[config.mk]
export PLATFORM = sky130hd
export DESIGN_NAME = piso_serializer
export DESIGN_NICKNAME = d
export VERILOG_FILES = /design/src/rtl/piso_pkg.sv /design/src/rtl/piso_bit_counter.sv /design/src/rtl/piso_serializer.sv
export SDC_FILE = /design/constraint.sdc
export NUM_CORES = 1
export LEC_CHECK = 0
export ABC_AREA = 1
export CAP_MARGIN = 5
export CORE_MARGIN = 5
export CORE_UTILIZATION = 52
export CTS_CLUSTER_DIAMETER = 40
export DETAILED_ROUTE_END_ITERATION = 8
export PLACE_DENSITY = 0.91
export SLEW_MARGIN = 20
export SYNTH_ARGS = -nofsm -noshare
export SYNTH_HDL_FRONTEND = slang
export SYNTH_SLANG_ARGS = --single-unit
[constraint.sdc]
create_clock -name clk -period 2.9 [get_ports clk]
set_input_delay 0.58 -clock clk [delete_from_list [all_inputs] [get_ports clk]]
set_output_delay 0.58 -clock clk [all_outputs]
set_load 0.01 [all_outputs]
[src/rtl/piso_pkg.sv]
// Shared types and helpers for the parallel-in / serial-out serializer.
// Parity framing is enabled by defining PISO_PARITY_EN.
package piso_pkg;

    typedef enum logic {
        IDLE  = 1'b0,
        SHIFT = 1'b1
    } piso_state_e;

    // Line level driven on dout between frames so the detector sees a run of 1s.
    localparam logic IDLE_LEVEL = 1'b1;

    // The counter must hold FRAME-1, which is at most WIDTH when parity is on.
    function automatic int piso_cnt_width(input int width);
        return $clog2(width + 2);
    endfunction

endpackage

[src/rtl/piso_bit_counter.sv]
// Loadable down-counter marking the remaining bits of a serial frame.
// Saturates at zero so an idle serializer keeps a stable zero flag.
module piso_bit_counter #(
    parameter int CW = 4
) (
    input  logic          clk,
    input  logic          rst_n,
    input  logic          i_load,
    input  logic          i_en,
    input  logic [CW-1:0] i_load_value,
    output logic          o_zero
);

    logic [CW-1:0] r_count;
    logic          w_zero;

    assign w_zero = (r_count == '0);
    assign o_zero = w_zero;

    always_ff @(posedge clk or negedge rst_n) begin
        if (!rst_n) begin
            r_count <= '0;
        end else if (i_load) begin
            r_count <= i_load_value;
        end else if (i_en && !w_zero) begin
            r_count <= r_count - 1'b1;
        end
    end

endmodule

[src/rtl/piso_serializer.sv]
// Parallel-in, serial-out stage feeding the sequence detector's din input.
// Define PISO_PARITY_EN to append an even-parity bit to every frame.
module piso_serializer
    import piso_pkg::*;
#(
    parameter int WIDTH     = 8,
    parameter bit MSB_FIRST = 1'b1
) (
    input  logic             clk,
    input  logic             reset,
    input  logic [WIDTH-1:0] data_in,
    input  logic             load_valid,
    output logic             load_ready,
    output logic             dout,
    output logic             dout_valid,
    output logic             frame_start,
    output logic             busy
);

    localparam int CW = piso_cnt_width(WIDTH);
`ifdef PISO_PARITY_EN
    localparam int FRAME = WIDTH + 1;
`else
    localparam int FRAME = WIDTH;
`endif
    localparam logic [CW-1:0] LAST_IDX = CW'(FRAME - 1);

    piso_state_e      r_state;
    logic [WIDTH-1:0] r_shift;
    logic             r_dout;
    logic             r_dout_valid;
    logic             r_frame_start;

    logic             w_zero;
    logic             w_final;
    logic             w_accept;
    logic             w_fill;
    logic             w_first_bit;
    logic             w_next_bit;
    logic [WIDTH-1:0] w_load_shift;
    logic [WIDTH-1:0] w_next_shift;

    // The parity bit rides in the slot vacated by the first data bit, so it
    // falls out of the register right after the last data bit.
`ifdef PISO_PARITY_EN
    assign w_fill = ^data_in;
`else
    assign w_fill = 1'b0;
`endif

    assign w_final    = (r_state == SHIFT) && w_zero;
    assign load_ready = reset && ((r_state == IDLE) || w_final);
    assign w_accept   = load_valid && load_ready;

    assign w_first_bit  = MSB_FIRST ? data_in[WIDTH-1] : data_in[0];
    assign w_load_shift = MSB_FIRST ? {data_in[WIDTH-2:0], w_fill}
                                    : {w_fill, data_in[WIDTH-1:1]};
    assign w_next_bit   = MSB_FIRST ? r_shift[WIDTH-1] : r_shift[0];
    assign w_next_shift = MSB_FIRST ? {r_shift[WIDTH-2:0], 1'b0}
                                    : {1'b0, r_shift[WIDTH-1:1]};

    piso_bit_counter #(
        .CW (CW)
    ) u_bit_counter (
        .clk          (clk),
        .rst_n        (reset),
        .i_load       (w_accept),
        .i_en         (r_state == SHIFT),
        .i_load_value (LAST_IDX),
        .o_zero       (w_zero)
    );

    // An accept on the final bit takes priority, giving gap-free back-to-back frames.
    always_ff @(posedge clk or negedge reset) begin
        if (!reset) begin
            r_state       <= IDLE;
            r_shift       <= '0;
            r_dout        <= IDLE_LEVEL;
            r_dout_valid  <= 1'b0;
            r_frame_start <= 1'b0;
        end else begin
            r_frame_start <= w_accept;
            if (w_accept) begin
                r_state      <= SHIFT;
                r_shift      <= w_load_shift;
                r_dout       <= w_first_bit;
                r_dout_valid <= 1'b1;
            end else if (r_state == SHIFT) begin
                if (w_zero) begin
                    r_state      <= IDLE;
                    r_dout       <= IDLE_LEVEL;
                    r_dout_valid <= 1'b0;
                end else begin
                    r_shift <= w_next_shift;
                    r_dout  <= w_next_bit;
                end
            end
        end
    end

    assign dout        = r_dout;
    assign dout_valid  = r_dout_valid;
    assign frame_start = r_frame_start;
    assign busy        = (r_state == SHIFT);

endmodule

# == After elaboration in Yosys (flattened, before gate mapping) ==
# Index checks and enable logic that the tools add are counted.
# classes
add_sub_neg,1
bitwise_logic,1
n_eq_ne,1
mux,14
n_reduce_logical,12
# ops
cell,n
$mux 8,3
$mux 1,9
$mux 4,2
$reduce_bool 2->1,3
$logic_and 1x1->1,4
$logic_not 4->1,1
$reduce_and 2->1,2
$sub 4x1->4 const B,1
$ne 2x2->1 const B,1
$logic_not 1->1,1
$logic_or 1x1->1,1
$not 1->1,1
# totals
input_bits,11
wordCells,35
register_bits,16

# == Longest topological paths before layout ==
# Gate-level depths: netlist (run 1).
# logic_depth
depth_word,7
ltp_mapped,8
mapped_depth_nobuf,7

# == Modules after synthesis ==
# A second synthesis (run 1) with hierarchy kept.
# hier_totals
hier_cells,107
hier_area_um2,822.0
# modules_own_cells
mod,cells_per_inst,area_each_um2,seq_area_each_um2,n_inst
piso_serializer,61,526.8,276.5,1
piso_bit_counter,46,295.3,100.1,1

# == Least setup slack after synthesis (run 1) ==
# Ideal clock, no wire load.
# synth_path
path_kind,input-to-output
startpoint,in reset
endpoint,out load_ready
n_path_buf,1
arrival_ps,1071
cell_stages,3
slack_ps,1249
required_time_ps,2320
cell_sequence,buf_2 -> inv_1 -> nor2_1
# synth_via
elab_chain_len,1
# synth_rtl
item,line,text
"start, declared",piso_serializer.sv:10,"input logic reset,"
$logic_and 1x1->1,piso_serializer.sv:52,assign load_ready = reset && ((r_state == IDLE) || w_final);
"end, declared",piso_serializer.sv:13,"output logic load_ready,"
# Every way passes these cells.

# == Worst setup path in the final report (run 1) ==
# Ends and elaborated chain as after synthesis.

==> results by group, run 1 <==
Setup path
  – WP buf/inv: 3
  – Top delay family on crit path: buffers and inverters
  – CP most frequent cell: clkdlybuf4s50_1
  – CP arrival: 1.84 ns
  – CP Class: in2out
  – Startpoint Class: input pin
  – Slowest cell on the critical path: clkdlybuf4s50_1
  – CP Max Fanout: 7
  – Crit. End Element: output pin
  – CP peak stage delay: 0.54 ns
  – CP Cell Sequence: clkdlybuf4s50_1 > inv_1 > nor2_1 > clkdlybuf4s50_1
  – WP data required: 2.32 ns

Pwr
  – Total power: 901 uW
  – Leak: 0.448 nW
  – Peak VDD IR: 483 uV
  – Total power density per cell area: 955 mW/mm^2

Placed design
  – Quantity of I/O buffers inserted on ports: 15
  – Placed Instances: 112
  – Routability cong.: 0.742
  – Post-DP Area: 917 sq um
  – Hpwl dp: 1110 microns
  – Setup slack at placement: 0.475 ns

Route
  – Vias/cell: 5.68
  – Final WL: 1610 microns
  – Drt drc: 0
  – First-pass iteration count of the detailed router: 4
  – Routed via count: 659
  – Detailed Route Iter0 Violations: 17
  – Routed len/inst: 13.8 microns
  – Routed Antenna Nets: 0

Global route
  – Initial antenna violation count: 0
  – Gr ovfl total: 0
  – First-pass GRT wire length: 2840 microns
  – Vias in the first global route: 617
  – Largest net degree at the start of global routing: 25
  – Global Route Usage Sum: 15.6%

Yosys
  – Mapped Area: 769 sq um
  – Synth unique cells: 20
  – Ys Warns: 0
  – Sequential share of the synthesized area: 48.9%
  – Mapped Avg Cell Area: 9.05 sq um
  – Synth Instances: 85
  – Seq cells post-synth: 15
  – Synth Net Count: 97

Clock tree
  – Clock sink count: 15
  – Clock Tree Buf Depth: 2
  – CTS tree: done
  – Clk Latency, worst-skew pair: 0.29 ns
  – Post-CTS Resized: 0
  – Postcts setup bufs: 0
  – CTS clock-pin slew for the worst setup and hold paths: 0.09 ns
  – Clock root cell: clkbuf_4
  – # H-tree levels: 1
  – CTS buffer count: 3
  – Hold-fix buffers at CTS: 0

STA
  – Minimum clock period after layout: 2.42 ns
  – RSZ-0062 raised after global routing: no
  – WHS: 0.506 ns
  – Clock Skews: 0.00249 ns
  – Slew Limit Fails: 0
  – Setup tns final: 0 ns
  – Final Setup Violations: 0
  – Final Hold Fails: 0
  – Relative slew margins: 70.5%
  – Max Freq: 413 MHz
  – Worst setup margin: 0.480 ns
  – Final period util: 83.4%
  – Least-Margin Pin Slew: 0.441 ns

Final layout
  – Layout cells sized above 1: 13.9%
  – Register area: 377 sq um
  – Non-filler instance count after layout: 116
  – Post-route cell area: 943 sq um
  – Area Growth Syn to Fin: 22.6%
  – Fill cells: 99
  – Fin nets: 114
  – Antenna Cells: 0
  – Fin util: 69.9%
  – Area of the multi-input gates: 327 sq um

Die
  – Die width: 48.5 microns
  – Row count: 13
  – CORE AREA: 0.00135 sq mm
  – Die area: 0.00235 sq mm
  – IO Pins: 16
  – Die Ht: 48.5 microns
  – Initial Util: 57.0%

Flow run
  – Max-cap violation count: 0

Hold path
  – Hold crit path type: reg2reg

Outcome
  – Status: finished, final reports clean
[metal layers]
layer | wire [microns] | share of wire (%) | up-vias | track usage (%)
met2 | 755 | 47 | 23 | 22.4
met5 | 0 | 0 | - | 0
met1 | 690 | 43 | 305 | 19.2
li1 | - | - | 326 | -
met4 | 48 | 3.0 | 0 | 9.42
met3 | 111 | 6.9 | 5 | 6.42
[report_power, final]
| part | switching (mW) | internal (mW) |
|---|---|---|
| Combinational | 0.239 | 0.179 |
| Sequential | 0.0572 | 0.302 |
| Clock | 0.0706 | 0.0537 |
| Total | 0.366 | 0.535 |
[worst reg2reg max path, delay by kind of cell, from the launching register on]
family | cells | cell delay [ns]
adder cells (fa/ha/maj) | 1 | 0.24
flip-flops | 1 | 0.41
buffers and inverters | 1 | 0.08
AND/OR/NAND/NOR | 5 | 0.74
[final cells by class]
type / count / share of cell area, %
Sequential cell: 15 / 39.9
Multi-Input combinational cell: 57 / 34.6
Tap cell: 15 / 1.99
Inverter: 8 / 3.18
Clock buffer: 4 / 2.79
Timing Repair Buffer: 17 / 17.5
[cells by family after synthesis]
| family | synth area share, % |
|---|---|
| AO/OA/AOI/OAI | 9.27 |
| flip-flops | 48.9 |
| AND/OR/NAND/NOR | 31.5 |
| buffers and inverters | 8.62 |
| adder cells (fa/ha/maj) | 1.63 |
[state kept, by name, indices dropped and copies added (netlist names)]
signal / cells
dout_valid: 1
dout: 1
busy: 1
r_shift: 7
frame_start: 1
u_bit_counter.r_count: 4
[layout by cell type, fill, tap and decap left out]
cell / count
nand2_2: 2
buf_4: 2
nand4_1: 9
nand2_1: 18
dfstp_2: 1
nor2_1: 3
nand3_4: 1
or2_2: 1
a21oi_1: 1
nand3_2: 2
clkdlybuf4s50_1: 15
clkbuf_4: 3
o21ai_0: 1
nand3_1: 9
dfrtp_1: 14
ha_1: 1
a21oi_2: 1
clkbuf_1: 1
inv_1: 8
o211ai_1: 7
nor2_2: 1
[path summary, 6_finish.rpt]
path | endpoint | slack, ns | cells after the start | startpoint
worst max register to register | u_bit_counter.r_count[3] | 1.31 | 7 | u_bit_counter.r_count[0]
worst min register to register | r_shift[6] | 0.51 | 2 | r_shift[5]
worst min-delay path | r_shift[6] | 0.51 | 2 | r_shift[5]
worst max-delay path | load_ready | 0.48 | 4 | reset
max in group asynchronous | dout | 1.96 | 2 | reset
min in group asynchronous | dout_valid | 0.67 | 2 | reset
[cells in the mapped netlist]
| cell type | n | share of area, % |
|---|---|---|
| o211ai_1 | 7 | 6.8 |
| nand3_1 | 9 | 5.9 |
| nand2_1 | 18 | 8.8 |
| inv_1 | 8 | 3.9 |
| nand4_1 | 9 | 7.3 |
| buf_6 | 1 | 1.5 |
| dfrtp_1 | 14 | 46 |
| nand3_4 | 1 | 2.3 |
| o21ai_0 | 1 | 0.65 |
| dfstp_2 | 1 | 3.4 |
| a21oi_2 | 1 | 1.1 |
| nand3_2 | 2 | 2.6 |
| nor2_1 | 3 | 1.5 |
| a21oi_1 | 1 | 0.65 |
| buf_4 | 2 | 2.0 |
| nand2_2 | 2 | 1.6 |
| nor2_2 | 1 | 0.81 |
| or2_2 | 1 | 0.81 |
| ha_1 | 1 | 1.6 |
| buf_2 | 2 | 1.3 |
Power figures use the tool's default switching activity.
==> run 2, diff against run 1 <==
Settings changed: CORE_UTILIZATION 52 to 48, PLACE_DENSITY 0.91 to 0.86.
Clock period 2.9 ns to 2.3 ns, I/O delays scaled along.
==> run 2 against run 1 <==
  * Clock skew is 0.0051 ns higher
  * Register-to-register slack lost 0.60 ns
  * Die area increased by 6.6%
  * Highest routed layer unchanged
  * Clock power is 22% higher
==> results by group, run 2 (synthesized netlist as in run 1, its figures left out) <==
Die
  – Die Ht: 50.0 microns (+3.2%)
  – CORE AREA: 0.00151 sq mm (+12%)
  – Die area: 0.00250 sq mm (+6.6%)
  – Initial Util: 51.1% (-5.9 points)
  – Die width: 50.0 microns (+3.2%)
  – Row count: 14 (+1)
  – IO Pins: 16 (unchanged)

STA
  – Final Setup Violations: 0 (unchanged)
  – Final period util: 96.0%
  – Relative slew margins: 74.6% (+4.1 points)
  – Least-Margin Pin Slew: 0.379 ns (-0.0621 ns)
  – Final Hold Fails: 0 (unchanged)
  – Slew Limit Fails: 0 (unchanged)
  – Setup tns final: 0 ns (unchanged)
  – RSZ-0062 raised after global routing: no
  – Max Freq: 453 MHz
  – Clock Skews: 0.00755 ns (+0.00506 ns)
  – Worst setup margin: 0.0922 ns (-0.388 ns)
  – Minimum clock period after layout: 2.21 ns

Setup path
  – WP buf/inv: 2 (-1)
  – CP Cell Sequence: inv_1 > ha_1 > a21oi_2 > nor2_1 > clkdlybuf4s50_1
  – Slowest cell on the critical path: clkdlybuf4s50_1
  – WP data required: 1.84 ns (-0.48 ns)
  – Crit. End Element: output pin
  – CP Class: reg2out
  – CP Max Fanout: 4 (-3)
  – Startpoint Class: register
  – Top delay family on crit path: buffers and inverters
  – CP arrival: 1.75 ns (-0.09 ns)
  – CP peak stage delay: 0.54 ns (about the same)

Global route
  – First-pass GRT wire length: 2680 microns (-5.8%)
  – Gr ovfl total: 0 (unchanged)
  – Initial antenna violation count: 0 (unchanged)
  – Global Route Usage Sum: 13.7% (-1.9 points)
  – Largest net degree at the start of global routing: 25 (unchanged)
  – Vias in the first global route: 648 (+5.0%)

Clock tree
  – Clock root cell: clkbuf_4
  – Clk Latency, worst-skew pair: 0.28 ns (about the same)
  – CTS clock-pin slew for the worst setup and hold paths: 0.09 ns (about the same)
  – Post-CTS Resized: 0 (unchanged)
  – CTS tree: done
  – Clock sink count: 15 (unchanged)
  – # H-tree levels: 1 (unchanged)
  – Hold-fix buffers at CTS: 0 (unchanged)
  – Postcts setup bufs: 0 (unchanged)
  – CTS buffer count: 3 (unchanged)
  – Clock Tree Buf Depth: 2 (unchanged)

Final layout
  – Layout cells sized above 1: 15.5% (+1.7 points)
  – Largest registers: r_shift (7), u_bit_counter.r_count (4)
  – Commonest non-fill, non-tap cell in the layout: nand2_1
  – Area of the multi-input gates: 327 sq um (unchanged)
  – Register area: 377 sq um (unchanged)
  – Post-route cell area: 960 sq um (+1.7%)
  – Max reg flops: 7 (unchanged)
  – Area Growth Syn to Fin: 24.7%
  – Fill cells: 128 (+29%)
  – Reg with most FFs: r_shift
  – Fin util: 63.7% (-6.2 points)
  – Commonest non-fill, non-tap cells in the layout: nand2_1 (18), clkdlybuf4s50_1 (15), dfrtp_1 (14)
  – Fin nets: 116 (+1.8%)
  – Antenna Cells: 0 (unchanged)

Outcome
  – Status: finished, final reports clean

Flow run
  – Max-cap violation count: 0 (unchanged)

Route
  – Drt drc: 0 (unchanged)
  – Routed len/inst: 13.3 microns (-4.0%)
  – Routed Antenna Nets: 0 (unchanged)
  – First-pass iteration count of the detailed router: 4 (unchanged)
  – Routed via count: 695 (+5.5%)
  – Detailed Route Iter0 Violations: 15 (-2)
  – Vias/cell: 5.84 (+2.8%)
  – Final WL: 1580 microns (-1.6%)

Placed design
  – Hpwl dp: 1160 microns (+4.4%)
  – Routability cong.: 0.787 (+6.1%)
  – Post-DP Area: 933 sq um (+1.8%)
  – Quantity of I/O buffers inserted on ports: 15 (unchanged)
  – Setup slack at placement: 0.176 ns (-0.299 ns)

Pwr
  – Total power density per cell area: 1180 mW/mm^2 (+24%)
  – Leak: 0.457 nW (+2.1%)
  – Total power: 1.14 mW (+26%)
  – Peak VDD IR: 594 uV (+23%)

Hold path
  – Hold crit path type: reg2reg
## run 2: cell count changes in the layout (fill, tap and decap cells not counted), sizes merged
cell	change
buf	+2
## run 2: final timing paths
check                                         startpoint                  endpoint  slack, ns  depth (start not counted)
worst max-delay path            u_bit_counter.r_count[0]                load_ready       0.09                          5
worst min-delay path                          r_shift[2]                r_shift[3]       0.51                          2
worst max register to register  u_bit_counter.r_count[0]  u_bit_counter.r_count[3]       0.71                          7
worst min register to register                r_shift[2]                r_shift[3]       0.51                          2
max in group asynchronous                          reset                      dout       1.47                          2
min in group asynchronous                          reset                r_shift[7]       0.56                          2
## run 2: power breakdown
group          switching (mW)  leakage [nW]  internal [mW]
Clock                  0.0839        0.0150         0.0673
Combinational           0.300         0.258          0.228
Sequential             0.0751         0.185          0.381
Total                   0.459         0.457          0.677
## run 2: worst min-delay path, stage by stage (launching register included)
cell	delay (ns)
dfrtp_1	0.36
nand2_1	0.05
nand3_1	0.07
## run 2: per-stage QoR
step	instances	hold slack, ns
after global placement	115	0.475
after detailed placement	115	0.484
after CTS	119	0.507
after floorplan	85	0.164
after global routing	119	0.537
final	119	0.509
## run 2: layout make-up
type                    count  share of cell area (%)
multi-input cells          57                    34.0
repair buffers             19                    18.8
inverters                   8                    3.13
well taps                  16                    2.09
clock buffers               4                    2.74
flip-flops and latches     15                    39.2
## run 2: routing by layer
| metal | up-vias | global-route usage [%] | routed length, microns |
|---|---|---|---|
| met2 | 17 | 23.6 | 826 |
| met3 | 4 | 3.01 | 77 |
| met1 | 344 | 15.5 | 638 |
| met5 | - | 0 | 0 |
| met4 | 0 | 6.55 | 39 |
| li1 | 330 | - | - |
